### config.mk
export PLATFORM = sky130hd
export DESIGN_NAME = fft_seq_ctrl
export DESIGN_NICKNAME = d
export VERILOG_FILES = /design/src/rtl/fft_pkg.sv /design/src/rtl/fft_agu.sv /design/src/rtl/fft_seq_ctrl.sv
export SDC_FILE = /design/constraint.sdc
export NUM_CORES = 1
export LEC_CHECK = 0
export CAP_MARGIN = 20
export CORE_MARGIN = 8
export CORE_UTILIZATION = 40
export DETAILED_ROUTE_END_ITERATION = 8
export PLACE_DENSITY = 0.69
export SYNTH_ARGS = -nofsm -noshare
export SYNTH_HDL_FRONTEND = slang
export SYNTH_SLANG_ARGS = --single-unit
export TNS_END_PERCENT = 5
### constraint.sdc
create_clock -name clk -period 4.6 [get_ports clk]
set_input_delay 0.46 -clock clk [delete_from_list [all_inputs] [get_ports clk]]
set_output_delay 0.46 -clock clk [all_outputs]
set_load 0.005 [all_outputs]
### src/rtl/fft_pkg.sv
// Shared definitions for the radix-2 DIT FFT sequencer: default sizes,
// FSM state encodings and a width helper for parameterised counters.
package fft_pkg;

    localparam int LOG2N_DEF = 5;
    localparam int LAT_DEF   = 3;

    localparam logic [1:0] ST_IDLE  = 2'd0;
    localparam logic [1:0] ST_RUN   = 2'd1;
    localparam logic [1:0] ST_DRAIN = 2'd2;
    localparam logic [1:0] ST_DONE  = 2'd3;

    // Bits needed to count 0..n-1, never less than one bit.
    function automatic int cnt_width(input int n);
        int w;
        w = $clog2(n);
        if (w < 1) begin
            w = 1;
        end else begin
            w = w;
        end
        return w;
    endfunction

endpackage

### src/rtl/fft_agu.sv
// Address generation unit: stage/butterfly counters and the in-place
// radix-2 DIT address arithmetic (top/bottom read address, twiddle index).
module fft_agu
    import fft_pkg::*;
#(
    parameter int LOG2N = LOG2N_DEF
) (
    input  logic             clk,
    input  logic             reset,
    input  logic             i_rst,
    input  logic             i_en,
    output logic [LOG2N-1:0] o_addr_a,
    output logic [LOG2N-1:0] o_addr_b,
    output logic [LOG2N-2:0] o_addr_tw,
    output logic             o_last_bfly,
    output logic             o_last_stage
);

    localparam int SW = cnt_width(LOG2N);

    logic [SW-1:0]    r_stage;
    logic [LOG2N-2:0] r_bfly;

    logic [LOG2N-2:0] w_mask;
    logic [LOG2N-2:0] w_pos;
    logic [LOG2N-2:0] w_grp;
    logic [LOG2N-1:0] w_half;
    logic [LOG2N-1:0] w_addr_a;

    assign o_last_bfly  = (r_bfly == {(LOG2N-1){1'b1}});
    assign o_last_stage = (r_stage == SW'(LOG2N-1));

    // Stage/butterfly counters; clear has priority, stage wraps after the last one.
    always_ff @(posedge clk or posedge reset) begin
        if (reset) begin
            r_stage <= '0;
            r_bfly  <= '0;
        end else if (i_rst) begin
            r_stage <= '0;
            r_bfly  <= '0;
        end else if (i_en) begin
            if (o_last_bfly) begin
                r_bfly  <= '0;
                r_stage <= o_last_stage ? SW'(0) : (r_stage + SW'(1));
            end else begin
                r_bfly  <= r_bfly + (LOG2N-1)'(1);
            end
        end
    end

    // Butterfly geometry: pos within group, group index, span (half) and addresses.
    always_comb begin
        w_half    = {{(LOG2N-1){1'b0}}, 1'b1} << r_stage;
        w_mask    = ~({(LOG2N-1){1'b1}} << r_stage);
        w_pos     = r_bfly & w_mask;
        w_grp     = r_bfly >> r_stage;
        w_addr_a  = (({1'b0, w_grp} << r_stage) << 1'b1) | {1'b0, w_pos};
        o_addr_a  = w_addr_a;
        o_addr_b  = w_addr_a + w_half;
        o_addr_tw = w_pos << (SW'(LOG2N-1) - r_stage);
    end

endmodule

### src/rtl/fft_seq_ctrl.sv
// FFT sequencer: IDLE/RUN/DRAIN/DONE control, drain counter that keeps each
// stage's last write ahead of the next stage's first read, write-back delay
// lines matching the butterfly latency, and the ping-pong bank select.
module fft_seq_ctrl
    import fft_pkg::*;
#(
    parameter int LOG2N = LOG2N_DEF,
    parameter int LAT   = LAT_DEF
) (
    input  logic             clk,
    input  logic             reset,
    input  logic             start,
    output logic             work,
    output logic             rst_addr,
    output logic             inc_addr,
    output logic [LOG2N-1:0] addr_A,
    output logic [LOG2N-1:0] addr_B,
    output logic [LOG2N-2:0] addr_Tw,
    output logic             WRmem,
    output logic [LOG2N-1:0] wr_addr_A,
    output logic [LOG2N-1:0] wr_addr_B,
    output logic             rst_swap,
    output logic             en_swap,
    output logic             bank_sel,
    output logic             done
);

    localparam int DW = cnt_width(LAT);

    logic [1:0]       r_state;
    logic [1:0]       w_state_nxt;
    logic [DW-1:0]    r_dcnt;
    logic             r_drain_last;
    logic             r_bank;
    logic             r_inc_dly [0:LAT-1];
    logic [LOG2N-1:0] r_a_dly   [0:LAT-1];
    logic [LOG2N-1:0] r_b_dly   [0:LAT-1];

    logic             w_last_bfly;
    logic             w_last_stage;
    logic             w_drain_end;

    assign work      = (r_state == ST_RUN) || (r_state == ST_DRAIN);
    assign rst_addr  = (r_state == ST_IDLE);
    assign inc_addr  = (r_state == ST_RUN);
    assign rst_swap  = (r_state == ST_IDLE);
    assign done      = (r_state == ST_DONE);
    assign w_drain_end = (r_state == ST_DRAIN) && (r_dcnt == DW'(LAT-1));
    assign en_swap   = w_drain_end;
    assign bank_sel  = r_bank;
    assign WRmem     = r_inc_dly[LAT-1];
    assign wr_addr_A = r_a_dly[LAT-1];
    assign wr_addr_B = r_b_dly[LAT-1];

    fft_agu #(
        .LOG2N (LOG2N)
    ) u_agu (
        .clk          (clk),
        .reset        (reset),
        .i_rst        (rst_addr),
        .i_en         (inc_addr),
        .o_addr_a     (addr_A),
        .o_addr_b     (addr_B),
        .o_addr_tw    (addr_Tw),
        .o_last_bfly  (w_last_bfly),
        .o_last_stage (w_last_stage)
    );

    // Next-state logic; start only matters in IDLE.
    always_comb begin
        w_state_nxt = r_state;
        case (r_state)
            ST_IDLE: begin
                if (start) begin
                    w_state_nxt = ST_RUN;
                end else begin
                    w_state_nxt = ST_IDLE;
                end
            end
            ST_RUN: begin
                if (w_last_bfly) begin
                    w_state_nxt = ST_DRAIN;
                end else begin
                    w_state_nxt = ST_RUN;
                end
            end
            ST_DRAIN: begin
                if (w_drain_end) begin
                    w_state_nxt = r_drain_last ? ST_DONE : ST_RUN;
                end else begin
                    w_state_nxt = ST_DRAIN;
                end
            end
            ST_DONE: begin
                w_state_nxt = ST_IDLE;
            end
            default: begin
                w_state_nxt = ST_IDLE;
            end
        endcase
    end

    // State register.
    always_ff @(posedge clk or posedge reset) begin
        if (reset) begin
            r_state <= ST_IDLE;
        end else begin
            r_state <= w_state_nxt;
        end
    end

    // Drain cycle counter; runs only while draining and restarts each stage.
    always_ff @(posedge clk or posedge reset) begin
        if (reset) begin
            r_dcnt <= '0;
        end else if ((r_state == ST_DRAIN) && !w_drain_end) begin
            r_dcnt <= r_dcnt + DW'(1);
        end else begin
            r_dcnt <= '0;
        end
    end

    // Remember whether the stage being drained was the final one (the AGU has already wrapped).
    always_ff @(posedge clk or posedge reset) begin
        if (reset) begin
            r_drain_last <= 1'b0;
        end else if ((r_state == ST_RUN) && w_last_bfly) begin
            r_drain_last <= w_last_stage;
        end
    end

    // Write-back delay lines, shifted every cycle so writes trail reads by LAT.
    always_ff @(posedge clk or posedge reset) begin
        if (reset) begin
            for (int i = 0; i < LAT; i++) begin
                r_inc_dly[i] <= 1'b0;
                r_a_dly[i]   <= '0;
                r_b_dly[i]   <= '0;
            end
        end else begin
            r_inc_dly[0] <= inc_addr;
            r_a_dly[0]   <= addr_A;
            r_b_dly[0]   <= addr_B;
            for (int i = 1; i < LAT; i++) begin
                r_inc_dly[i] <= r_inc_dly[i-1];
                r_a_dly[i]   <= r_a_dly[i-1];
                r_b_dly[i]   <= r_b_dly[i-1];
            end
        end
    end

    // Ping-pong bank select: cleared while idle, flipped at the end of each stage drain.
    always_ff @(posedge clk or posedge reset) begin
        if (reset) begin
            r_bank <= 1'b0;
        end else if (rst_swap) begin
            r_bank <= 1'b0;
        end else if (en_swap) begin
            r_bank <= ~r_bank;
        end
    end

endmodule

==> run_results.csv, run 1 <==
group,metric,value,unit
pwr,p_int,518.9,µW
setup_path,crit_path_start,"u_agu.r_stage[0]",
cells_and_area,final_cell_mix,"46 x dfrtp_1, 34 x clkdlybuf4s50_1, 17 x ha_1",
pwr,p_total,661.5,µW
setup_path,reg2reg_depth,9,
global_routing,antenna_found_initial,0,
routing,vias,1171,
floorplan,die_h,85.86,µm
sta,maxSlewHeadroom,39.17,%
routing,ant_nets,0,
routing,dr.first_iter.drc_count,74,
cells_and_area,area_delta_synth_final,21.73,%
synthesis,yosysWarningCount,0,
synthesis,synthArstFlopShare,100.0,%
cells_and_area,fill_cells,429,
sta,hold_violations,0,
sta,worst_pin_slew,0.9006,ns
synthesis,synth_nets,179,
sta,fin_skew,0.003748,ns
placed_design,dp_hpwl,2.611,mm
clock_network,numClockSinks,46,
setup_path,r2r-start,"u_agu.r_stage[0]",
pwr,p_clk_share,36.2,%
run_status,status,"finished, final reports clean",
cells_and_area,multi_input_area,649.4,µm²
global_routing,grt_max_degree,47,
synthesis,ys_seq_area_share,58.97,%
worst_hold_path,hp-class,"in -> async",
clock_network,numCtsBuffers,5,
synthesis,synth-seq-cells,46,
global_routing,grt_pass1_vias,1225,
clock_network,cts_tree,"built",
setup_path,required,4.14,ns
pwr,p_comb_share,2.5,%
run,drv_cap,0,
synthesis,syn_inst,158,
sta,grt_setup_unrepaired,"false",
sta,max_clock_freq,289.9,MHz
routing,drt_pass1_iterations,6,
sta,slew_viol_final,0,
floorplan,initial_core_util,41.32,%
floorplan,die-area,0.007371,mm²
clock_network,cts.path.max_buffers,2,
cells_and_area,regArea,0.001151,mm²
synthesis,syn_avg_cell_area,12.35,µm²
clock_network,cts_hold_buf,0,
global_routing,grt_pass1_wl,5.878,mm
cells_and_area,diodes,0,
global_routing,track_usage,10.16,%
setup_path,worstSetupEndpoint,"addr_B[4]",
floorplan,die_w,85.86,µm
sta,fin_hold_ws,0.3505,ns
clock_network,clk_pin_slew,0.08,ns
setup_path,crit_type,"reg -> out",
synthesis,synth_area,0.001952,mm²
clock_network,post_cts_buffers,0,
setup_path,reg2reg_to,"r_b_dly[14]",
placed_design,gp_congestion,0.7835,
pwr,peakVddDrop,0.0001412,V
placed_design,numPortBuffers,34,
setup_path,r2r_slack,2.35,ns
sta,finalSetupViolCount,0,
pwr,p_leak,0.001077,µW
pwr,p_seq_share,61.4,%
pwr,power.density,278.4,mW/mm²
setup_path,cp_max_fo,10,
floorplan,core-area,0.004723,mm²
synthesis,synth-main-ff-cell,"dfrtp_1",
cells_and_area,final_nets,206,
global_routing,overflow,0,
clock_network,htree_levels,2,
clock_network,cts_resized,0,
sta,post-route-period-util,74.99,%
sta,min_period,3.450,ns
routing,drc,0,
synthesis,synthDominantCellAreaShare,58.97,%
clock_network,cts_root_buf,"clkbuf_8",
synthesis,yosysUniqueCellTypes,33,
setup_path,cp.arrival,2.99,ns
pwr,power.switching,142.7,µW
sta,fin_setup_tns,0,ns
routing,vias_per_cell,4.628,
cells_and_area,final_common_cell,"dfrtp_1",
routing,wl_per_cell,13.62,µm
routing,routed_wl,3.447,mm
clock_network,clkLatencyLatePin,0.29,ns
pwr,switching_share,21.57,%
setup_path,start_kind,"register",
cells_and_area,drive_gt1_share,8.065,%
synthesis,synth_enable_flop_cells,0,
floorplan,rows,25,
setup_path,end_kind,"output pin",
floorplan,ios,35,
synthesis,synth_area_leaders,"dfrtp_1 59%, ha_1 11%, buf_4 4.6%, a21oi_1 2.6%, inv_1 2.1%",
synthesis,synth_top_cell_by_area,"dfrtp_1",
[final cells by class]
| cell class | count | share of cell area (%) |
|---|---|---|
| inverters | 11 | 1.738 |
| clock buffers | 5 | 2.896 |
| flip-flops and latches | 46 | 48.45 |
| repair buffers | 35 | 15.17 |
| multi-input cells | 86 | 27.33 |
| clock inverters | 3 | 0.8952 |
| well taps | 67 | 3.528 |
[flip-flops by register name, summed over array words and instances, names as in the netlist]
name,count
wr_addr_A,5
wr_addr_B,5
r_a_dly,10
u_agu.r_stage,3
WRmem,1
r_state,2
r_inc_dly,2
bank_sel,1
r_drain_last,1
r_b_dly,10
r_dcnt,2
u_agu.r_bfly,4
[metrics by stage]
step	instances	worst slack, ns	instance area [µm²]	utilization (%)
final	253	1.150	2376	50.30
after CTS	252	1.094	2356	49.88
after detailed placement	244	1.437	2266	47.97
after floorplan	158	2.129	1952	-
after global placement	244	1.552	2266	47.97
after global routing	253	0.8606	2376	50.30
[synth_stat cells (all sizes together) (2+ instances only)]
cell,number
nand3,4
mux2,3
nor2,7
inv,11
xnor2,2
nand2b,4
nand2,10
xor2,3
ha,17
buf,14
or3b,2
dfrtp,46
a21oi,10
nor2b,3
nor3,4
o21ai,3
[worst max-delay path: stages, from the launching register on]
cell	delay, ns
dfrtp_1	0.53
ha_1	0.24
inv_1	0.06
ha_1	0.16
nand2b_1	0.18
nand2_1	0.13
ha_1	0.28
a21o_1	0.19
a21oi_1	0.17
xor2_1	0.22
clkdlybuf4s50_1	0.54
[power by group through the flow]
stage	logic (µW)	registers, µW	clock network [µW]
3_3_place_gp	14.6	414	0
6_report	16.2	406	239
3_5_place_dp	15.0	414	0
2_1_floorplan	8.53	414	0
5_1_grt	18.8	406	270
4_1_cts	15.0	406	251
[routing by layer]
layer / GRT usage [%] / vias up / wire (µm)
li1: - / 553 / -
met1: 10.45 / 581 / 1318
met2: 17.98 / 31 / 1853
met3: 4.107 / 6 / 226
met4: 3.981 / 0 / 48
met5: 0 / - / 0
[worst min path at each step]
stage,depth (start not counted),from,slack [ns],to
after CTS,0,r_a_dly[8],0.35,wr_addr_A[3]
after floorplan,0,r_inc_dly[1],0.33,WRmem
final,2,reset,0.35,WRmem
after detailed placement,0,r_inc_dly[1],0.33,WRmem
after global placement,0,r_a_dly[6],0.33,wr_addr_A[1]
after global routing,2,reset,0.36,WRmem
[kinds of logic after synthesis]
group                      Yosys count  share of synthesized area (%)
DFF                                 46                          58.97
and+or+nand+nor                     39                          10.90
buffers and inverters               26                          7.756
AOI/OAI and AO/OA                   19                          5.770
adders and majority gates           18                          11.92
xor gates and xnor gates             5                          2.244
muxes                                4                          2.243
other                                1                         0.1921
No activity file was read; power rests on OpenSTA's default activity.
==> run 2: changes to the inputs <==
Settings changed: PLACE_DENSITY 0.69 to 0.71.
Clock period 4.6 ns to 3 ns, I/O delays scaled along.
==> run 2 against run 1 <==
Net effect:
- via count is 0.43% lower
- first-iteration DRC count is 77% lower
- worst hold slack barely moved
- setup slack got worse by 0.99 ns
- utilization rose by 1.5 points
- combinational power grew 32%
- flip-flop and latch count stayed put
- register-to-register slack lost 1.4 ns
- critical endpoint is now addr_Tw[3]
- largest power group unchanged
==> run_results.csv, run 2 (synthesized netlist as in run 1, its figures left out) <==
group,metric,value,unit
setup_path,required,2.70,ns
routing,drc,0,
sta,maxSlewHeadroom,39.41,%
cells_and_area,regArea,0.001151,mm²
pwr,peakVddDrop,0.0001925,V
cells_and_area,final_common_cell,"dfrtp_1",
run,drv_cap,0,
floorplan,core-area,0.004723,mm²
setup_path,start_kind,"register",
worst_hold_path,hp-class,"reg -> reg",
cells_and_area,top_regs,"r_a_dly: 10 flops, r_b_dly: 10 flops",
routing,wl_per_cell,12.77,µm
sta,post-route-period-util,94.60,%
cells_and_area,diodes,0,
global_routing,overflow,0,
worst_hold_path,holdPathStages,0,
global_routing,track_usage,9.430,%
placed_design,dp_hpwl,2.449,mm
placed_design,numPortBuffers,34,
setup_path,r2r_slack,0.97,ns
setup_path,r2r-start,"u_agu.r_stage[1]",
setup_path,cpLargestDelayFamily,"buffers and inverters",
global_routing,grt_pass1_wl,5.395,mm
cells_and_area,area_delta_synth_final,25.32,%
floorplan,ios,35,
clock_network,clkLatencyLatePin,0.29,ns
routing,ant_nets,0,
cells_and_area,fin_cells,257,
cells_and_area,multi_input_area,673.1,µm²
setup_path,cp.arrival,2.54,ns
clock_network,cts_root_buf,"clkbuf_8",
routing,vias,1166,
floorplan,die_w,85.86,µm
sta,worst_pin_slew,0.9075,ns
floorplan,rows,25,
cells_and_area,drive_gt1_share,12.63,%
global_routing,grt_max_degree,47,
pwr,p_leak,0.001108,µW
sta,fin_skew,0.006997,ns
clock_network,numClockSinks,46,
clock_network,clk_pin_slew,0.08,ns
setup_path,path_cells,"buf_4, inv_1, ha_2, ha_1, nand2b_2, mux2_2, o22ai_1, clkdlybuf4s50_1",
routing,routed_wl,3.281,mm
clock_network,htree_levels,2,
cells_and_area,final_cell_mix,"46 x dfrtp_1, 33 x clkdlybuf4s50_1, 15 x ha_1",
sta,finalSetupViolCount,0,
routing,vias_per_cell,4.537,
global_routing,antenna_found_initial,0,
sta,hold_violations,0,
setup_path,crit_type,"reg -> out",
setup_path,crit_buf_inv,3,
setup_path,reg2reg_to,"r_b_dly[14]",
clock_network,cts_tree,"built",
cells_and_area,fin_util,51.79,%
clock_network,cts.path.max_buffers,2,
floorplan,die-area,0.007371,mm²
cells_and_area,fill_cells,410,
pwr,power.density,447.4,mW/mm²
setup_path,reg2reg_depth,8,
clock_network,numCtsBuffers,5,
sta,fin_setup_tns,0,ns
routing,dr.first_iter.drc_count,17,
setup_path,end_kind,"output pin",
worst_hold_path,worstHoldEndpoint,"wr_addr_B[3]",
sta,max_clock_freq,352.3,MHz
worst_hold_path,hold_path.startpoint,"r_b_dly[8]",
setup_path,worst_path_largest_cell_delay,0.53,ns
clock_network,cts_hold_buf,0,
run_status,status,"finished, final reports clean",
cells_and_area,final_nets,211,
placed_design,gp_congestion,0.9200,
floorplan,initial_core_util,41.32,%
global_routing,grt_pass1_vias,1177,
routing,drt_pass1_iterations,4,
setup_path,cp_max_fo,9,
placed_design,dp_cells,248,
sta,grt_setup_unrepaired,"false",
sta,min_period,2.838,ns
floorplan,die_h,85.86,µm
sta,slew_viol_final,0,
setup_path,crit_path_top_delay_cell,"clkdlybuf4s50_1",
## run 2: cell count changes in the layout (fill, tap and decap cells not counted), sizes merged
cell           previous run  this run
buf                       1         6
bufinv                    0         1
clkbuf                    5         6
clkdlybuf4s50            34        33
clkinv                    2         0
clkinvlp                  1         0
dlygate4sd2               0         1
## run 2: worst register-to-register path: stages, from the launching register on
cell and delay (ns):
dfrtp_1 0.42, buf_4 0.14, inv_1 0.07, ha_1 0.17, nor2b_1 0.16, fa_1 0.42, a21o_1 0.17, a21oi_1 0.17
xor2_1 0.22
## run 2: metal layers
metal  part of all wire [%]  vias to the layer above  routed length, µm  track usage [%]
met4                    4.4                        0                146            7.325
met3                    4.4                       12                146            2.388
met1                     43                      554               1396            9.853
met2                     49                       30               1592            15.94
li1                       -                      570                  -                -
met5                      0                        -                  0                0
## run 2: area by class of cell
cell class | instances | area share, %
multi-input cells | 86 | 27.52
well taps | 67 | 3.427
repair buffers | 40 | 15.70
clock buffers | 6 | 3.376
inverters | 11 | 1.688
clock inverters | 1 | 1.228
flip-flops and latches | 46 | 47.06
## run 2: worst max path at each step
stage                           from    endpoint  slack [ns]  cells after the start
finish              u_agu.r_stage[0]  addr_Tw[3]        0.16                      8
global route        u_agu.r_stage[0]  addr_Tw[3]        0.04                      8
CTS                 u_agu.r_stage[0]  addr_Tw[3]        0.08                      8
detailed placement  u_agu.r_stage[1]   addr_B[4]        0.12                      8
global placement    u_agu.r_stage[1]   addr_B[4]        0.19                      8
floorplan           u_agu.r_stage[2]   addr_B[4]        0.69                      6
## run 2: per-stage QoR
step           hold WS [ns]  total power [µW]  cell area (µm²)  setup WS [ns]
6_report             0.3501              1094             2446         0.1619
5_1_grt              0.3587              1140             2446        0.03793
4_1_cts              0.3523              1110             2422        0.07940
3_5_place_dp         0.3347             658.0             2296         0.1237
3_3_place_gp         0.3317             657.8             2296         0.1945
2_1_floorplan        0.3312             648.1             1952         0.6893
## run 2: timing repair
item | in CTS | in global routing
gates resized for setup | 2 | 5
endpoints found under the setup margin | 1 | 4
setup buffers | 2 | 0
pin swaps | 0 | 1
## run 2: power by group
group          switching (µW)  leakage [µW]  internal [µW]  total, µW
Clock                     184     0.0000573            266        450
Sequential              0.607      0.000540            622        623
Combinational            14.2      0.000510           7.23       21.4
